## src/rtl/phase_sequencer.sv

```systemverilog
// ============================================================================
// Module   : phase_sequencer
// Purpose  : Dwell counter with a shadowed terminal count. On each wrap it steps a
//            modular phase register up or down and emits a registered tick.
// Revision : 1.0 - initial release
// ============================================================================
`default_nettype none

module phase_sequencer #(
    parameter int CNT_W = 6,
    parameter int PH_W  = 2
) (
    input  logic                  clk,
    input  logic                  rst,
    input  logic                  en,
    input  logic                  sync_clr,
    input  logic [CNT_W-1:0]      period,
    input  logic [PH_W-1:0]       step,
    input  logic                  dir,
    output logic [CNT_W-1:0]      cnt,
    output logic [PH_W-1:0]       phase,
    output logic [(1<<PH_W)-1:0]  phase_oh,
    output logic                  tick
);

    localparam int N_PH = 1 << PH_W;

    logic [CNT_W-1:0] cnt_q, cnt_d;
    logic [PH_W-1:0]  phase_q, phase_d;
    logic [CNT_W-1:0] period_q, period_d;
    logic             tick_q, tick_d;
    logic             w_wrap;

    // Terminal detect looks only at the shadow, so live period edits mid-dwell are inert.
    assign w_wrap = en & ~sync_clr & (cnt_q == period_q);

    always_comb begin
        cnt_d    = cnt_q;
        phase_d  = phase_q;
        period_d = period_q;
        tick_d   = 1'b0;
        if (sync_clr) begin
            cnt_d    = '0;
            phase_d  = '0;
            period_d = period;
        end else if (!en) begin
            cnt_d    = cnt_q;
        end else if (w_wrap) begin
            cnt_d    = '0;
            phase_d  = dir ? (phase_q + step) : (phase_q - step);
            period_d = period;
            tick_d   = 1'b1;
        end else begin
            cnt_d    = cnt_q + 1'b1;
        end
    end

    // All-ones shadow at reset gives the full-length first dwell.
    always_ff @(posedge clk or negedge rst) begin
        if (!rst) begin
            cnt_q    <= '0;
            phase_q  <= '0;
            period_q <= '1;
            tick_q   <= 1'b0;
        end else begin
            cnt_q    <= cnt_d;
            phase_q  <= phase_d;
            period_q <= period_d;
            tick_q   <= tick_d;
        end
    end

    always_comb begin
        phase_oh = '0;
        for (int i = 0; i < N_PH; i++) begin
            phase_oh[i] = (phase_q == PH_W'(i));
        end
    end

    assign cnt   = cnt_q;
    assign phase = phase_q;
    assign tick  = tick_q;

endmodule

`default_nettype wire

```

## config.mk

```make
export PLATFORM = sky130hd
export DESIGN_NAME = phase_sequencer
export DESIGN_NICKNAME = d
export VERILOG_FILES = /design/src/rtl/phase_sequencer.sv
export SDC_FILE = /design/constraint.sdc
export NUM_CORES = 1
export LEC_CHECK = 0
export ABC_AREA = 1
export CORE_MARGIN = 5
export CORE_UTILIZATION = 45
export CTS_CLUSTER_SIZE = 40
export DETAILED_ROUTE_END_ITERATION = 12
export GPL_TIMING_DRIVEN = 1
export PLACE_DENSITY_LB_ADDON = 0.2
export SYNTH_ARGS = -nofsm -noshare
export SYNTH_HDL_FRONTEND = slang
export SYNTH_SLANG_ARGS = --single-unit
```

## constraint.sdc

```tcl
create_clock -name clk -period 3.1 [get_ports clk]
set_input_delay 0.31 -clock clk [delete_from_list [all_inputs] [get_ports clk]]
set_output_delay 0.31 -clock clk [all_outputs]
set_load 0.01 [all_outputs]
```

==> metrics.yaml, run 1 <==
timing:
  slew_headroom_pct: 53.53
  tightestPinTransition_ps: 694.9
  setup_slack_ps: 1373
  hold_violations: 0
  slew_viol_final: 0
  skew_ps: 6.161
  setup_viol: 0
  tns_ps: 0
  whs_ps: 444.2
  timing.final.crit_period_ps: 1727
  fin_crit_sh_pct: 55.71
  fmax_ghz: 0.5791
  rsz0062_at_grt: "no"
setup_path:
  reg2reg_depth: 8
  start_kind: "flip-flop"
  r2r-start: "period_q[1]"
  worstSetupPathType: "reg -> out"
  rrSetupSlack_ps: 1640
  r2r_end: "period_q[4]"
  critPathArrivalTime_ps: 1420
  crit_fanout: 7
  required_ps: 2790
  endpoint_kind: "output pin"
logic_synthesis:
  yosys.cell_types.count: 22
  yosysTopAreaCell: "dfrtp_1"
  ys_seq_elements: 15
  synth_cells: 136
  netlist_area_um2: 1002
  yosysTopAreaCellShare_pct: 22.47
  synthTopCellsByArea: "dfrtp_1 (22%), dfstp_2 (16%), nand2_1 (14%), nand2_2 (7.5%), nand3_1 (7.0%)"
  syn_avg_cell_area_um2: 7.369
  syn_nets: 151
  synth-seq-area-share_pct: 38.20
  yosysWarnings: 0
clock_network:
  worstSkewPairLatency_ps: 280
  cts_buffers: 3
  hold_buffers: 0
  post_cts.repair.setup_buffers: 0
  clk_pin_slew_worst_paths_ps: 90
  clk_path_buf_depth: 2
  cts_root_buf: "clkbuf_4"
  cts_resized: 0
  cts.sinks: 15
  htreeDepth: 1
  cts_tree: "done"
route:
  firstDrtPassIters: 4
  route.detailed.drc: 0
  drt_iter0_drc: 24
  final_antenna_net_count: 0
  wire_per_inst_um: 11.87
  drt-total-wl_mm: 2.268
  via_per_inst: 4.759
  vias: 909
global_route:
  grt_pass1_vias: 922
  antenna_found_initial: 0
  globalRoute.totalOverflow: 0
  grt_max_degree: 16
  grt_pass1_wl_mm: 4.077
  grt_usage_pct: 15.56
cells_and_area:
  fin_area_um2: 1290
  utilization_pct: 59.46
  drive_gt1_share_pct: 19.63
  fillers: 204
  final_cell_mix: "nand2_1 (37), clkdlybuf4s50_1 (25), inv_1 (18)"
  num_antenna_cells: 0
  syn_to_final_growth_pct: 28.71
  fin_nets: 179
  layout_commonest_cell: "nand2_1"
  fin_cells: 191
floorplanning:
  io_pins: 26
  fp.dieW_um: 57.19
  die_area_um2: 3271
  die_h_um: 57.19
  coreArea_um2: 2170
  start_util_pct: 46.19
  row_count: 17
placement:
  placed_area_um2: 1264
  dp_hpwl_mm: 1.822
  dp_slack_ps: 1274
  dpl.cell_count: 187
  port-buffer-count: 25
  finalWeightedCongestion: 0.9609
worst_hold_path:
  hp-class: "in -> async"
run_status:
  status: "complete, no violations"
power:
  ir_drop_mv: 0.2088
  power_uw: 432.5
  power.density_nw_per_um2: 335.3
  p_leak_nw: 0.6460
job:
  max-cap-violations: 0
## layer usage
layer | global-route usage [%] | share of wire, %
met5 | 0 | 0
met2 | 25.94 | 49
met1 | 20.48 | 46
met4 | 3.974 | 0
met3 | 3.394 | 5.0
## worst max path at each step
stage                        to   startpoint  slack (ps)
finish              phase_oh[2]     phase[1]        1370
global route        phase_oh[1]     phase[0]        1260
CTS                 phase_oh[1]     phase[0]        1340
detailed placement       cnt[5]     sync_clr        1270
global placement         cnt[5]     sync_clr        1350
floorplan                cnt[5]  period_q[0]        1780
## cells in the mapped netlist
master,n
nor2_4,2
inv_2,5
nor3_1,1
nand4_1,2
nor2_1,14
nand3_2,1
nand3_4,1
nand3b_1,1
clkbuf_1,1
ha_1,2
dfstp_2,6
nand2_1,37
dfrtp_1,9
inv_1,18
nand3_1,14
nor2_2,1
o21ai_0,1
and3_1,1
nand2_2,12
nand2_4,1
buf_12,1
xor2_1,5
## power by group
group | internal [mW] | switching (mW)
logic | 0.0435 | 0.0545
registers | 0.212 | 0.0116
clock network | 0.0498 | 0.0610
## flip-flops by register name, summed over array words and instances, names as in the netlist
signal,cells
period_q,6
phase,2
cnt,6
tick,1
## final cells by class
type	count	area, um^2	share of cell area, %
inverters	23	86.33	6.693
repair buffers	25	250.2	19.40
well taps	28	35.03	2.716
clock buffers	4	26.28	2.037
multi-input cells	96	509.2	39.48
flip-flops and latches	15	382.9	29.68
## critical path, cell delays in order (launching register included)
cell	delay (ps)
dfrtp_1	470
inv_1	60
nor2_1	80
clkdlybuf4s50_1	540
## kinds of logic after synthesis
kind of cell | Yosys count | share of synthesized area (%)
AO/OA/AOI/OAI | 1 | 0.4989
XOR/XNOR | 5 | 4.369
adder cells (fa/ha/maj) | 2 | 2.496
buffers and inverters | 25 | 10.99
flip-flops | 15 | 38.20
AND/OR/NAND/NOR | 88 | 43.45
(Power assumes the default switching activity.)
==> run 2, diff against run 1 <==
CORE_UTILIZATION = 43   (was 45)
clock period = 1.41 ns   (was 3.1 ns; I/O delays follow)
==> metrics.yaml, run 2 (synthesis results as in run 1) <==
clock_network:
  hold_buffers: 0
  htreeDepth: 1
  cts_buffers: 3
  cts_tree: "done"
  clk_pin_slew_worst_paths_ps: 90
  cts.sinks: 15
  clk_path_buf_depth: 2
  worstSkewPairLatency_ps: 280
  cts_root_buf: "clkbuf_4"
floorplanning:
  die_h_um: 58.28
  fp.dieW_um: 58.28
  coreArea_um2: 2212
  row_count: 17
  start_util_pct: 45.31
  die_area_um2: 3396
  io_pins: 26
power:
  power.density_nw_per_um2: 674.7
  p_leak_nw: 0.8859
  ir_drop_mv: 0.4737
timing:
  slew_viol_final: 0
  skew_ps: 2.108
  whs_ps: 165.1
  timing.final.crit_period_ps: 1395
  setup_viol: 0
  tns_ps: 0
  rsz0062_at_grt: "yes"
  fin_crit_sh_pct: 98.97
  tightestPinTransition_ps: 199.5
  slew_headroom_pct: 86.70
  fmax_ghz: 0.7166
  hold_violations: 0
setup_path:
  crit_top_cell: "nand2_2"
  critical-path-slowest-cell: "dfstp_2"
  required_ps: 1630
  start_kind: "flip-flop"
  slowest_delay_ps: 560
  critPathArrivalTime_ps: 1620
  path_cells: "inv_1 > nand2_2 > nand2_2 > nor2_4 > buf_4 > nand3_2 > nand3_1 > nand2_2"
  worstSetupPathType: "reg -> reg"
  crit_fanout: 5
  endpoint_kind: "flip-flop"
route:
  via_per_inst: 4.737
  wire_per_inst_um: 11.28
  drt_iter0_drc: 32
  drt-total-wl_mm: 2.403
  firstDrtPassIters: 4
  final_antenna_net_count: 0
  route.detailed.drc: 0
  vias: 1009
placement:
  dp_hpwl_mm: 1.748
  placed_area_um2: 1309
  dpl.cell_count: 193
  port-buffer-count: 25
  finalWeightedCongestion: 0.9114
cells_and_area:
  num_antenna_cells: 0
  fin_area_um2: 1519
  final_cell_mix: "nand2_1 (30), buf_4 (20), nand2_2 (19)"
  fin_cells: 213
  fin_nets: 201
  layout_commonest_cell: "nand2_1"
  syn_to_final_growth_pct: 51.56
  fillers: 200
  drive_gt1_share_pct: 37.30
global_route:
  grt_usage_pct: 14.69
  grt_pass1_wl_mm: 3.939
  globalRoute.totalOverflow: 0
  grt_max_degree: 16
  grt_pass1_vias: 985
  antenna_found_initial: 0
job:
  max-cap-violations: 0
run_status:
  status: "complete, no violations"
worst_hold_path:
  hp-class: "in -> async"
## run 2: cell types whose count changed in the layout (fill, tap and decap cells not counted), sizes merged
cell / delta
buf: +20
clkdlybuf4s50: -11
dlymetal6s2s: +7
dlygate4sd2: +3
clkbuf: -1
clkdlybuf4s15: +1
clkinv: +1
nand2: +1
nand3: +1
## run 2: area by class of cell
type	count	area (um^2)	share of cell area (%)
Inverter	23	86.33	5.684
Multi-Input combinational cell	98	566.8	37.31
Tap cell	28	35.03	2.306
Clock buffer	3	22.52	1.483
Timing Repair Buffer	45	414.1	27.27
Sequential cell	15	389.1	25.62
Clock inverter	1	5.005	0.3295
## run 2: through the flow
step / utilization, % / power, mW / setup slack [ps]
2_1_floorplan: - / 0.6313 / 88.85
3_3_place_gp: 59.16 / 0.7256 / -28.85
3_5_place_dp: 59.16 / 0.7325 / -97.75
4_1_cts: 64.42 / 0.9968 / 0.06750
5_1_grt: 68.67 / 1.098 / -58.08
6_report: 68.67 / 1.025 / 14.57
## run 2: per-layer routing
layer / track usage [%] / routed length [um] / up-vias
li1: - / - / 514
met2: 26.32 / 1251 / 18
met3: 2.673 / 85 / 2
met5: 0 / 0 / -
met1: 18.22 / 1057 / 475
met4: 2.980 / 9 / 0
## run 2: report_power, final
group,internal [mW],switching (mW)
clock network,0.105,0.140
registers,0.467,0.0202
logic,0.145,0.148
## run 2: path summary, 6_finish.rpt
check                                 start     endpoint  slack (ps)  depth (start not counted)
worst max-delay path            period_q[3]  period_q[0]          10                          8
worst min-delay path                    rst     phase[1]         170                          2
worst max register to register  period_q[3]  period_q[0]          10                          8
worst min register to register  period_q[3]  period_q[3]         510                          2
max in group asynchronous               rst  period_q[4]        1000                          2
min in group clk                  period[5]  period_q[5]         360                          3
## run 2: worst max-delay path, delay by kind of cell (launching register included)
family        cells  cell delay [ps]
simple gates      6              590
buf+inv           2              190
flops             1              560
## run 2: timing repair
item / 4_1_cts / 5_1_grt
gates cloned: 2 / 0
endpoints found under the setup margin: 21 / 21
gates resized for setup: 11 / 17
setup buffers: 7 / 7
pin swaps: 3 / 9
==> run 3, diff against run 2 <==
CORE_UTILIZATION = 45   (was 43)
CTS_BUF_LIST = sky130_fd_sc_hd__clkbuf_4 sky130_fd_sc_hd__clkbuf_8   (was not set)
==> metrics.yaml, run 3 (synthesis results as in run 1) <==
timing:
  hold_violations: 0
  setup_viol: 0
  rsz0062_at_grt: "yes"
  timing.final.crit_period_ps: 1410
  tns_ps: 0
  slew_viol_final: 0
  skew_ps: 1.121
  whs_ps: 160.0
  tightestPinTransition_ps: 238.6
  fmax_ghz: 0.7093
  slew_headroom_pct: 84.04
  fin_crit_sh_pct: 99.98
cells_and_area:
  drive_gt1_share_pct: 42.47
  layout_commonest_cell: "nand2_1"
  utilization_pct: 72.43
  multi_input_area_um2: 614.3
  num_antenna_cells: 0
  final_cell_mix: "nand2_1 (28), buf_4 (21), nand2_2 (19)"
  fillers: 173
  regArea_um2: 389.1
  fin_nets: 202
  syn_to_final_growth_pct: 56.80
  fin_area_um2: 1572
floorplanning:
  fp.dieW_um: 57.19
  start_util_pct: 46.19
  coreArea_um2: 2170
  io_pins: 26
  die_h_um: 57.19
  row_count: 17
  die_area_um2: 3271
route:
  route.detailed.drc: 0
  wire_per_inst_um: 12.85
  drt-total-wl_mm: 2.749
  final_antenna_net_count: 0
  via_per_inst: 4.860
  vias: 1040
  drt_iter0_drc: 23
  firstDrtPassIters: 4
job:
  max-cap-violations: 0
power:
  p_leak_nw: 0.9023
  power.density_nw_per_um2: 662.2
  ir_drop_mv: 0.4276
clock_network:
  cts.sinks: 15
  cts_tree: "done"
  cts_buffers: 3
  clk_pin_slew_worst_paths_ps: 90
  hold_buffers: 0
  clk_path_buf_depth: 2
  worstSkewPairLatency_ps: 290
  htreeDepth: 1
  cts_root_buf: "clkbuf_4"
placement:
  dp_hpwl_mm: 1.735
  placed_area_um2: 1301
  finalWeightedCongestion: 0.8988
  port-buffer-count: 25
worst_hold_path:
  hp-class: "in -> async"
global_route:
  grt_pass1_vias: 978
  grt_usage_pct: 16.17
  grt_pass1_wl_mm: 4.236
  grt_max_degree: 16
  antenna_found_initial: 0
  globalRoute.totalOverflow: 0
setup_path:
  endpoint_kind: "flip-flop"
  slowest_delay_ps: 570
  required_ps: 1650
  crit_top_cell: "nand2_2"
  critical-path-slowest-cell: "dfstp_2"
  worstSetupPathType: "reg -> reg"
  crit_buf_inv: 1
  path_cells: "inv_2 > nand2_2 > nand2_2 > nor2_4 > nand3_4 > nand2_8 > nand2_2 > nand2_2"
  start_kind: "flip-flop"
  critPathTopFamily: "simple AND/OR/NAND/NOR gates"
  critPathArrivalTime_ps: 1650
  crit_fanout: 6
run_status:
  status: "complete, no violations"
[run 3: cell count changes in the layout (fill, tap and decap cells not counted)]
cell,change
buf_4,+1
clkbuf_2,+1
clkdlybuf4s15_1,+1
dlygate4sd2_1,-2
inv_1,-1
inv_2,+1
nand2_1,-2
nand2_4,+2
nand3_1,-1
nand3_4,+1
nor2_1,-4
nor2_2,+2
nor2_4,+2
[run 3: cell type report]
class                           instances  area share [%]
Timing Repair Buffer                   46           26.67
Clock buffer                            3           1.433
Tap cell                               28           2.229
Clock inverter                          1          0.3185
Multi-Input combinational cell         98           39.09
Sequential cell                        15           24.76
Inverter                               23           5.494
[run 3: power by group]
part / switching (mW) / internal (mW) / leakage (nW)
registers: 0.0210 / 0.467 / 0.179
logic: 0.162 / 0.140 / 0.706
clock network: 0.145 / 0.106 / 0.0177
[run 3: worst reg2reg max path: stages (launching register included)]
cell and delay, ps:
dfstp_2 570, inv_2 40, nand2_2 70, nand2_2 70
nor2_4 170, nand3_4 160, nand2_8 160, nand2_2 70
nand2_2 60
[run 3: path summary, 6_finish.rpt]
check	from	end	slack [ps]	depth (start not counted)
worst max register to register	period_q[5]	period_q[4]	0.3	8
max in group asynchronous	rst	period_q[4]	1010	2
worst max-delay path	period_q[5]	period_q[4]	0.3	8
min in group clk	period[5]	period_q[5]	360	3
worst min-delay path	rst	phase[1]	160	2
worst min register to register	period_q[0]	period_q[0]	510	2
[run 3: repair_timing]
| action | 4_1_cts | 5_1_grt |
|---|---|---|
| pin swaps | 1 | 9 |
| hold endpoints to repair | 0 | 0 |
| gates resized for setup | 10 | 34 |
| gates cloned | 0 | 2 |
| setup endpoints to repair | 21 | 22 |
| buffers inserted | 10 | 6 |
[run 3: stage by stage]
stage,instances,power (mW),setup slack [ps]
2_1_floorplan,136,0.6313,88.85
3_3_place_gp,192,0.7213,-34.53
3_5_place_dp,192,0.7271,-78.60
4_1_cts,206,0.9897,3.657
5_1_grt,214,1.101,-79.32
6_report,214,1.041,0.2526
[run 3: metal layers]
layer / vias to the layer above / track usage (%) / share of wire (%)
li1: 517 / - / -
met1: 490 / 21.43 / 44
met2: 26 / 26.26 / 50
met3: 7 / 2.715 / 3.7
met4: 0 / 6.291 / 2.1
met5: - / 0 / 0
